$ cat config.mk
export PLATFORM = sky130hd
export DESIGN_NAME = uart_rx_core
export DESIGN_NICKNAME = d
export VERILOG_FILES = /design/src/rtl/uart_rx_core.sv
export SDC_FILE = /design/constraint.sdc
export NUM_CORES = 1
export LEC_CHECK = 0
export ABC_AREA = 1
export ABC_CLOCK_PERIOD_IN_PS = 3200
export CAP_MARGIN = 20
export CORE_ASPECT_RATIO = 2
export CORE_MARGIN = 8
export CORE_UTILIZATION = 43
export CTS_CLUSTER_DIAMETER = 50
export CTS_CLUSTER_SIZE = 10
export DETAILED_ROUTE_END_ITERATION = 7
export PLACE_DENSITY = 0.67
export SLEW_MARGIN = 20
export SYNTH_ARGS = -nofsm -noshare
export SYNTH_HDL_FRONTEND = slang
export SYNTH_SLANG_ARGS = --single-unit
$ cat constraint.sdc
create_clock -name clk -period 3.2 [get_ports clk]
set_input_delay 0.8 -clock clk [delete_from_list [all_inputs] [get_ports clk]]
set_output_delay 0.8 -clock clk [all_outputs]
set_load 0.03 [all_outputs]
$ cat src/rtl/uart_rx_core.sv
// uart_rx_core: oversampling UART receiver for 8N1 frames, with optional
// parity (8E1/8O1) and 5..8 data bits. The line is double-synchronised and
// each bit is sampled at mid-bit, CLKS_PER_BIT clocks apart.
//
// Ports:
//   clk        rising-edge system clock
//   rst        synchronous, active-high reset
//   rx         asynchronous serial input, idle high
//   data_out   last good byte, LSB aligned, unused MSBs zero
//   done_r     one-cycle pulse: good frame, data_out valid from this cycle
//   error      one-cycle pulse: frame_err | parity_err
//   frame_err  one-cycle pulse: stop bit sampled low
//   parity_err one-cycle pulse: parity mismatch
//   busy       high whenever a frame is in progress (from the start edge)
module uart_rx_core #(
  parameter int unsigned CLKS_PER_BIT = 16,
  parameter int unsigned DATA_BITS    = 8,
  parameter int unsigned PARITY_EN    = 0,
  parameter int unsigned PARITY_ODD   = 0
) (
  input  logic       clk,
  input  logic       rst,
  input  logic       rx,
  output logic [7:0] data_out,
  output logic       done_r,
  output logic       error,
  output logic       frame_err,
  output logic       parity_err,
  output logic       busy
);

  localparam int unsigned CNT_W = $clog2(CLKS_PER_BIT);
  localparam logic [CNT_W-1:0] HALF_LAST = CNT_W'(CLKS_PER_BIT / 2 - 1);
  localparam logic [CNT_W-1:0] BIT_LAST  = CNT_W'(CLKS_PER_BIT - 1);
  localparam logic [2:0]       LAST_DATA = 3'(DATA_BITS - 1);
  localparam logic             ODD       = (PARITY_ODD != 0);

  typedef enum logic [2:0] {
    IDLE, START, DATA, PARITY, STOP, WAIT_IDLE
  } state_e;

  state_e               state_q, state_d;
  logic [CNT_W-1:0]     cnt_q, cnt_d;
  logic [2:0]           bit_q, bit_d;
  logic [DATA_BITS-1:0] shreg_q, shreg_d;
  logic                 pmis_q, pmis_d;
  logic [7:0]           data_q, data_d;
  logic                 done_q, done_d;
  logic                 ferr_q, ferr_d;
  logic                 perr_q, perr_d;

  logic                 sync1_q, rx_s_q;
  logic [1:0]           vld_q;
  logic                 prev_q;
  logic                 start_edge;

  // prev_q only holds a 1 once the synchroniser carries a real pin sample,
  // so a line that is already low at reset exit cannot fake a start edge.
  assign start_edge = prev_q & ~rx_s_q;

  always_comb begin
    state_d = state_q;
    cnt_d   = cnt_q + CNT_W'(1);
    bit_d   = bit_q;
    shreg_d = shreg_q;
    pmis_d  = pmis_q;
    data_d  = data_q;
    done_d  = 1'b0;
    ferr_d  = 1'b0;
    perr_d  = 1'b0;
    unique case (state_q)
      IDLE: begin
        cnt_d = '0;
        if (start_edge) begin
          state_d = START;
          bit_d   = '0;
          pmis_d  = 1'b0;
        end
      end
      START: begin
        if (cnt_q == HALF_LAST) begin
          cnt_d   = '0;
          state_d = rx_s_q ? IDLE : DATA;
        end
      end
      DATA: begin
        if (cnt_q == BIT_LAST) begin
          cnt_d   = '0;
          shreg_d = {rx_s_q, shreg_q[DATA_BITS-1:1]};
          bit_d   = bit_q + 3'd1;
          if (bit_q == LAST_DATA) state_d = (PARITY_EN != 0) ? PARITY : STOP;
        end
      end
      PARITY: begin
        if (cnt_q == BIT_LAST) begin
          cnt_d   = '0;
          pmis_d  = rx_s_q != ((^shreg_q) ^ ODD);
          state_d = STOP;
        end
      end
      STOP: begin
        if (cnt_q == BIT_LAST) begin
          cnt_d = '0;
          if (rx_s_q) begin
            state_d = IDLE;
            if (pmis_q) begin
              perr_d = 1'b1;
            end else begin
              done_d = 1'b1;
              data_d = 8'(shreg_q);
            end
          end else begin
            state_d = WAIT_IDLE;
            ferr_d  = 1'b1;
            perr_d  = pmis_q;
          end
        end
      end
      WAIT_IDLE: begin
        cnt_d = '0;
        if (rx_s_q) state_d = IDLE;
      end
      default: state_d = IDLE;
    endcase
  end

  always_ff @(posedge clk) begin
    if (rst) begin
      sync1_q <= 1'b1;
      rx_s_q  <= 1'b1;
      vld_q   <= '0;
      prev_q  <= 1'b0;
      state_q <= IDLE;
      cnt_q   <= '0;
      bit_q   <= '0;
      shreg_q <= '0;
      pmis_q  <= 1'b0;
      data_q  <= '0;
      done_q  <= 1'b0;
      ferr_q  <= 1'b0;
      perr_q  <= 1'b0;
    end else begin
      sync1_q <= rx;
      rx_s_q  <= sync1_q;
      vld_q   <= {vld_q[0], 1'b1};
      prev_q  <= rx_s_q & vld_q[1];
      state_q <= state_d;
      cnt_q   <= cnt_d;
      bit_q   <= bit_d;
      shreg_q <= shreg_d;
      pmis_q  <= pmis_d;
      data_q  <= data_d;
      done_q  <= done_d;
      ferr_q  <= ferr_d;
      perr_q  <= perr_d;
    end
  end

  assign data_out   = data_q;
  assign done_r     = done_q;
  assign frame_err  = ferr_q;
  assign parity_err = perr_q;
  assign error      = ferr_q | perr_q;
  assign busy       = (state_q != IDLE) | start_edge;

endmodule

==> results of run 1 <==
==> power by group <==
group / internal (uW) / total, uW / switching, uW / leakage [uW]
Combinational: 93.6 / 263 / 169 / 0.000454
Sequential: 459 / 488 / 28.8 / 0.000284
Clock: 169 / 314 / 146 / 0.0000470
Total: 721 / 1060 / 344 / 0.000785
==> cell type report <==
type,instances,area (um2),share of cell area
clock buffers,6,82.58,0.04552
clock inverters,1,5.005,0.002759
inverters,22,83.83,0.04621
multi-input cells,140,730.7,0.4028
flip-flops and latches,35,700.7,0.3862
well taps,49,61.31,0.03379
repair buffers,15,150.1,0.08276
==> stage by stage <==
step	setup WS, ns	area [um2]	instances
2_1_floorplan	1.603	1553	202
3_3_place_gp	0.8032	1727	261
3_5_place_dp	0.7683	1727	261
4_1_cts	0.6588	1814	268
5_1_grt	0.5783	1814	268
6_report	0.6708	1814	268
==> flip-flops by register name, summed over array words and instances, names as in the netlist <==
name and flops:
data_out 8, frame_err 1, done_r 1, sync1_q 1
shreg_q 8, bit_q 3, prev_q 1, state_q 3
parity_err 1, vld_q 2, cnt_q 4, pmis_q 1
rx_s_q 1
==> layer usage <==
metal / share of wire / GRT usage / wire, um / vias up
met4: 0.026 / 0.06844 / 76 / 0
met1: 0.45 / 0.1144 / 1302 / 564
met3: 0.046 / 0.04092 / 131 / 6
met5: 0 / 0 / 0 / -
met2: 0.48 / 0.1728 / 1369 / 23
li1: - / - / - / 680
==> critical path, cell delays in order, from the launching register on <==
cell,delay [ns]
dfxtp_1,0.53
inv_2,0.12
nand2_2,0.11
nand3_2,0.08
clkdlybuf4s50_1,0.60
==> final timing paths <==
| check | from | end |
|---|---|---|
| worst max-delay path | rx_s_q | busy |
| worst min register to register | vld_q[0] | vld_q[1] |
| worst min-delay path | vld_q[0] | vld_q[1] |
| worst max register to register | cnt_q[0] | data_out[7] |
==> cells in the mapped netlist <==
master	count	area (um2)
a21oi_1	18	90.09
a21oi_2	3	26.28
buf_4	2	15.01
buf_8	1	15.01
clkbuf_1	2	7.510
clkinv_2	1	5.000
dfxtp_1	35	700.7
ha_1	3	37.54
inv_1	18	67.56
inv_2	3	11.26
nand2_1	40	150.1
nand2_2	3	18.77
nand2_4	1	11.26
nand3_1	8	40.04
nand3_2	1	10.01
nand3_4	1	17.52
nand4_1	1	6.260
nor2_1	24	90.09
nor2_2	4	25.02
nor2_4	2	22.52
nor3_1	2	10.01
o211a_1	1	10.01
o21a_1	1	7.510
o21ai_0	19	95.09
o21ai_2	3	26.28
or2_2	3	18.77
xor2_1	2	17.52
==> logic make-up after synthesis <==
family / Yosys count / synth area share
compound gates: 45 / 0.1644
xor+xnor: 2 / 0.01128
fa+ha+maj: 3 / 0.02418
buf+inv: 27 / 0.07815
flops: 35 / 0.4512
simple gates: 90 / 0.2708
==> placed cells by master (no fill, tap or decap), types with 4 or more instances in the layout <==
cell type        instances
nand2_1                 40
dfxtp_1                 35
nor2_1                  24
o21ai_0                 19
inv_1                   18
a21oi_1                 18
clkdlybuf4s50_1         15
nand3_1                  8
clkbuf_8                 6
nor2_2                   4
==> impl_metrics.yaml, run 1 <==
floorplanning:
  die_area_um2: 5906
  die_height_um: 101.0
  chipWidth_um: 58.49
  core_region_area_um2: 3530
  io_pins: 16
  rows: 31
  initial_utilization: 0.4399
synth:
  syn_avg_cell_area_um2: 7.687
  post_synth_instance_area_um2: 1553
  yosysWarnings: 0
  netlist-cell-type-count: 27
  ys_seq_area_frac: 0.4512
  synth_seq_cells: 35
  syn_nets: 208
  synth_cells: 202
clocking:
  tritoncts: "done"
  worstSkewPairLatency_ns: 0.28
  clock_path_buffers: 2
  ctsResizeCount: 0
  holdBufCountCts: 0
  path_clk_slew_ns: 0.07
  htree_num_levels: 2
  cts_inserted_buffers: 5
  cts_setup_buffers: 0
  clk_root_buffer_cell: "clkbuf_8"
  clock_sink_count: 35
pwr:
  peakVddDrop_uv: 369.9
  finalPower_uw: 1065
  leakage_uw: 0.0007845
  power.density_nw_per_um2: 586.8
layout:
  antenna_cells_inserted: 0
  finish.net_count: 225
  fill_cells: 347
  share_of_post_route_cells_with_drive_strength_above_1: 0.1461
  fin_util: 0.5140
  synthToLayoutAreaGrowth_pct: 16.84
min_path:
  hold_path_class: "reg2reg"
  hold_depth: 2
setup_path:
  worst-r2r-setup-slack_ns: 1.60
  crit_path_end_kind: "primary output"
  worstPathRequired_ns: 2.40
  crit_arrival_ns: 1.73
  cp_max_fo: 8
  setup.worst_path.start_class: "register"
  reg2reg_depth: 9
  criticalPathCategory: "reg2out"
timing:
  max_slew.worst_pin.slew_ns: 0.6802
  fin_crit_sh: 0.7904
  layout_min_cycle_time_ns: 2.529
  skew_ns: 0.005562
  highest_achievable_clock_rate_ghz: 0.3954
  report.final.setup_viol: 0
  rsz_0062_raised_after_global_routing: "no"
  slew_headroom: 0.5460
  tns_ns: 0
  fin_worst_hold_slack_ns: 0.4023
  timing_hold_violations_final: 0
  slew_violations: 0
route:
  routed-via-count: 1273
  route.detailed.wl_per_inst_um: 10.74
  post-route-drc-count: 0
  drt_iter0_markers: 19
  vias_per_cell: 4.750
  drt_first_pass_iters: 4
  final_antenna_net_count: 0
  routed_wirelength_um: 2879
global_route:
  grt_start_max_net_pins: 25
  wire_length_of_the_first_global_routing_pass_um: 4926
  gr-usage-all-layers: 0.1081
  antenna_found_initial: 0
  grt_remaining_overflow: 0
  first_global_vias: 1150
placed_design:
  globalplace.congestion: 0.7564
  detailed_place_hpwl_um: 2119
  numPortBuffers: 15
run:
  count_of_maximum_capacitance_violations: 0
outcome:
  run_status: "completed"
No activity file was read; power rests on OpenSTA's default activity.
==> run 2: changes to the inputs <==
ABC_CLOCK_PERIOD_IN_PS = 2400   (was 3200)
clock period = 2.4 ns   (was 3.2 ns; I/O delays follow)
==> run 2 against run 1 <==
- clock power up 46%
- sequential share of layout area decreased by 0.99 points
- sequential power increased by 33%
- cell count increased by 1.5%
- largest power group unchanged
- combinational power increased by 35%
- global-route usage is 0.80 points higher
- via count rose by 3.4%
- die area is the same
- critical path depth is 1 lower
==> impl_metrics.yaml, run 2 (synthesis gave the netlist of run 1 again) <==
setup_path:
  setup.worst_path.start_class: "register"
  worst-r2r-setup-slack_ns: 0.85
  reg2reg_to: "data_out[4]"
  worstPathRequired_ns: 1.80
  crit_arrival_ns: 1.62
  cp_max_fo: 7
  rr_startpoint: "cnt_q[0]"
  reg2reg_depth: 9
  criticalPathCategory: "reg2out"
  crit_path_end_kind: "primary output"
global_route:
  wire_length_of_the_first_global_routing_pass_um: 5485
  grt_remaining_overflow: 0
  grt_start_max_net_pins: 18
  gr-usage-all-layers: 0.1161
  first_global_vias: 1306
  antenna_found_initial: 0
timing:
  timing_hold_violations_final: 0
  fin_worst_hold_slack_ns: 0.4022
  layout_min_cycle_time_ns: 2.220
  slew_headroom: 0.7668
  highest_achievable_clock_rate_ghz: 0.4505
  slew_violations: 0
  report.final.setup_viol: 0
  tns_ns: 0
  fin_crit_sh: 0.9249
  rsz_0062_raised_after_global_routing: "no"
  skew_ns: 0.005521
  max_slew.worst_pin.slew_ns: 0.3495
pwr:
  leakage_uw: 0.0008075
  power.density_nw_per_um2: 784.7
  finalPower_uw: 1461
  peakVddDrop_uv: 461.1
clocking:
  cts_inserted_buffers: 5
  htree_num_levels: 2
  path_clk_slew_ns: 0.07
  clock_sink_count: 35
  ctsResizeCount: 0
  cts_setup_buffers: 0
  clk_root_buffer_cell: "clkbuf_8"
  worstSkewPairLatency_ns: 0.28
  clock_path_buffers: 2
  holdBufCountCts: 0
  tritoncts: "done"
route:
  drt_first_pass_iters: 4
  final_antenna_net_count: 0
  route.detailed.wl_per_inst_um: 10.66
  drt_iter0_markers: 21
  routed-via-count: 1316
  vias_per_cell: 4.838
  post-route-drc-count: 0
  routed_wirelength_um: 2900
layout:
  synthToLayoutAreaGrowth_pct: 19.90
  most_used_cells_in_the_layout_excluding_fill_and_tap_cells: "nand2_1, dfxtp_1, nor2_1"
  fin_util: 0.5275
  share_of_post_route_cells_with_drive_strength_above_1: 0.1570
  final_common_cell: "nand2_1"
  antenna_cells_inserted: 0
  finish.net_count: 228
floorplanning:
  die_area_um2: 5906
  core_region_area_um2: 3530
  io_pins: 16
  die_height_um: 101.0
  chipWidth_um: 58.49
  initial_utilization: 0.4399
  rows: 31
min_path:
  hold_depth: 1
  hold_path_class: "reg2reg"
  min_delay_worst_endpoint: "rx_s_q"
  holdCritStartpoint: "sync1_q"
run:
  count_of_maximum_capacitance_violations: 0
outcome:
  run_status: "completed"
placed_design:
  numPortBuffers: 15
  detailed_place_hpwl_um: 2140
  globalplace.congestion: 0.8432
[run 2: worst max-delay path by stage]
stage / slack, ns / end / startpoint
2_1_floorplan: 1.00 / busy / rx_s_q
3_3_place_gp: 0.55 / busy / state_q[2]
3_5_place_dp: 0.49 / busy / state_q[2]
4_1_cts: 0.18 / busy / state_q[2]
5_1_grt: 0.12 / busy / state_q[2]
6_report: 0.18 / busy / state_q[2]
[run 2: layer usage]
layer  share of wire  vias to the layer above  global-route usage
met1            0.46                      603              0.1304
li1                -                      687                   -
met3           0.039                        5             0.03453
met5               0                        -                   0
met4           0.020                        0             0.05323
met2            0.49                       21              0.1925
[run 2: layout make-up]
class,count,area (um2)
inverter,22,83.83
tap,49,61.31
clock buffer,8,100.1
multi-input combinational,140,730.7
fill,334,1668
sequential,35,700.7
timing repair buffer,18,185.2
[run 2: worst max-delay path, stage by stage (launching register included)]
cell and delay (ns):
dfxtp_1 0.48, inv_2 0.10, nand3_2 0.09, clkdlybuf4s50_1 0.67
[run 2: through the flow]
| step | setup WS (ns) | std cells | instance area [um2] |
|---|---|---|---|
| after floorplan | 1.003 | 202 | 1553 |
| after global placement | 0.5461 | 264 | 1762 |
| after detailed placement | 0.4928 | 264 | 1762 |
| after CTS | 0.1796 | 272 | 1862 |
| after global routing | 0.1175 | 272 | 1862 |
| final | 0.1802 | 272 | 1862 |
[run 2: power breakdown]
part / internal, uW / switching (uW) / leakage [uW]
logic: 130 / 225 / 0.000472
clock network: 262 / 196 / 0.0000515
registers: 612 / 36.7 / 0.000284
==> RTL edit: new RTL, settings of run 2 <==
Add an input register stage for `rx`, with the module's reset; this delays it by one clock.
--- a/src/rtl/uart_rx_core.sv
+++ b/src/rtl/uart_rx_core.sv
@@ -39,4 +39,14 @@
     IDLE, START, DATA, PARITY, STOP, WAIT_IDLE
   } state_e;
+
+  logic rx_q;
+
+  always_ff @(posedge clk) begin
+    if (rst) begin
+      rx_q <= '0;
+    end else begin
+      rx_q <= rx;
+    end
+  end
 
   state_e               state_q, state_d;
@@ -141,5 +151,5 @@
       perr_q  <= 1'b0;
     end else begin
-      sync1_q <= rx;
+      sync1_q <= rx_q;
       rx_s_q  <= sync1_q;
       vld_q   <= {vld_q[0], 1'b1};
Check against the original RTL: not equivalent (Yosys sat finds a counterexample within 4 cycles, from zero or initial values and one cycle with rst high).
==> RTL edit against run 2 <==
First-iteration DRC count is 19% higher; die area is 3.3% higher; fmax decreased by 2.8%; non-clock buffer count is 1 lower; register-to-register slack got worse by 70 ps; setup slack worse by 64 ps; routed wire length rose by 14%; power grew 4.5%; hold slack gained 1.4 ps; final area is 2.7% higher; synthesized area is 4.2% higher; utilization up 0.25 points; sequential cell count increased by 1; via count rose by 6.5%; largest cell class unchanged; highest routed layer unchanged.
==> RTL edit: results (changes against run 2) <==
| Metric | Value |
|---|---|
| Worst-case clock buffer depth | `2 (unchanged)` |
| RePlAce Congestion | `0.910 (was 0.843)` |
| Largest cells by area after synthesis | `dfxtp_1, nand2_1, a21oi_1 (was dfxtp_1, nand2_1, o21ai_0)` |
| Post-synth ARST share | `0% (unchanged)` |
| Top FF cell, synth | `dfxtp_1 (unchanged)` |
| Crit path DAT | `1680 ps (was 1620 ps)` |
| Largest net degree at the start of global routing | `23 (was 18)` |
| Mapped Nets | `224 (was 208)` |
| Clock slew at reported path FFs | `70 ps (about the same)` |
| Crit-path max FO | `6 (was 7)` |
| VDD IR max | `0.545 mV (was 0.461 mV)` |
| Initial DRC Count | `25 (was 21)` |
| Skew-Pair Late Insertion Delay | `280 ps (about the same)` |
| Status | `finished clean (unchanged)` |
| Critical Setup Path Class | `reg -> out (unchanged)` |
| Leak | `0.831 nW (was 0.808 nW)` |
| Worst hold path type | `reg -> reg (unchanged)` |
| Reg-to-Reg Start | `cnt_q[0] (unchanged)` |
| Setup ws final | `117 ps (was 180 ps)` |
| Sequential area share after synthesis | `44.5% (was 45.1%)` |
| First-pass GRT wire length | `5.78 mm (was 5.49 mm)` |
| Hpwl dp | `2.54 mm (was 2.14 mm)` |
| Slew @ Worst Pin | `368 ps (was 349 ps)` |
| Setup Buffers After CTS | `0 (unchanged)` |
| Layout cells sized above 1 | `12.2% (was 15.7%)` |
| Gr usage total | `12.3% (was 11.6%)` |
| Flop-to-flop setup slack | `780 ps (was 850 ps)` |
| CTS Buf Count | `5 (unchanged)` |
| Vias | `1401 (was 1316)` |
| Nets | `243 (was 228)` |
| Vias in the first global route | `1379 (was 1306)` |
| Synth Warn # | `0 (unchanged)` |
| Initial DRT Pass Iterations | `4 (unchanged)` |
| Unique masters post-synth | `30 (was 27)` |
| Most instantiated cells after synthesis | `nand2_1, dfxtp_1, inv_1, a21oi_1, nor2_1 (was nand2_1, dfxtp_1, nor2_1, o21ai_0)` |
| Antenna cells | `0 (unchanged)` |
| Post-CTS resize count | `0 (unchanged)` |
| Fill count | `374 (was 334)` |
| Min-delay src | `vld_q[0] (was sync1_q)` |
| Initial antenna violation count | `0 (unchanged)` |
| WL final | `3.31 mm (was 2.90 mm)` |
| Worst Clk Skew | `3.95 ps (was 5.52 ps)` |
| H-tree levels | `2 (unchanged)` |
| Pre-CTS setup slack | `411 ps (was 493 ps)` |
| CP startpoint | `state_q[0] (was state_q[2])` |
RTL edit: cell count changes in the layout (fill, tap and decap cells not counted), sizes merged, moves of 2 or more:
cell    change
inv         +4
nand2      +16
nor2        -9
nand3       +4
o21ai       -2
nand3b      +2
RTL edit: area by class of cell:
class / instances / area [um2] / share of cell area [%]
clock buffer: 7 / 96.3 / 5.04
timing repair buffer: 17 / 165 / 8.64
tap: 49 / 61.3 / 3.21
multi-input combinational: 151 / 769 / 40.2
sequential: 36 / 721 / 37.7
inverter: 26 / 98.8 / 5.17
RTL edit: layer usage:
metal	vias up	wire length, um	GRT usage (%)	part of all wire, %
li1	735	-	-	-
met1	638	1190	11.0	36
met2	15	1900	23.0	58
met3	13	82	2.75	2.5
met4	0	126	8.35	3.8
met5	-	0	0	0
RTL edit: per-stage QoR:
stage	instances	hold slack, ps	cell area [um2]	power, mW
global placement	279	392	1820	1.08
finish	286	404	1910	1.53
CTS	286	405	1910	1.54
detailed placement	279	399	1820	1.09
global route	286	420	1910	1.62
floorplan	218	388	1620	0.986
RTL edit: final timing paths:
check / endpoint / cells past startpoint
worst max-delay path: busy / 3
worst max register to register: bit_q[1] / 6
worst min register to register: vld_q[1] / 2
worst min-delay path: vld_q[1] / 2
RTL edit: power breakdown:
| group | switching [mW] | internal (mW) |
|---|---|---|
| clock | 0.201 | 0.256 |
| combinational | 0.253 | 0.145 |
| sequential | 0.0385 | 0.633 |
RTL edit: worst max-delay path, cell delays in order, from the launching register on:
cell and delay (ps):
dfxtp_1 360, nor3_2 300, nand2_2 130, clkdlybuf4s50_1 620
RTL edit: cells by family (layout without fill, tap and decap cells):
logic type / after synthesis / after routing / synth area share, %
adders and majority gates: 3 / 3 / 2.32
DFF: 36 / 36 / 44.5
and+or+nand+nor: 103 / 103 / 28.8
xor gates and xnor gates: 1 / 1 / 0.541
AOI/OAI and AO/OA: 44 / 44 / 15.9
buffers and inverters: 31 / 50 / 7.89
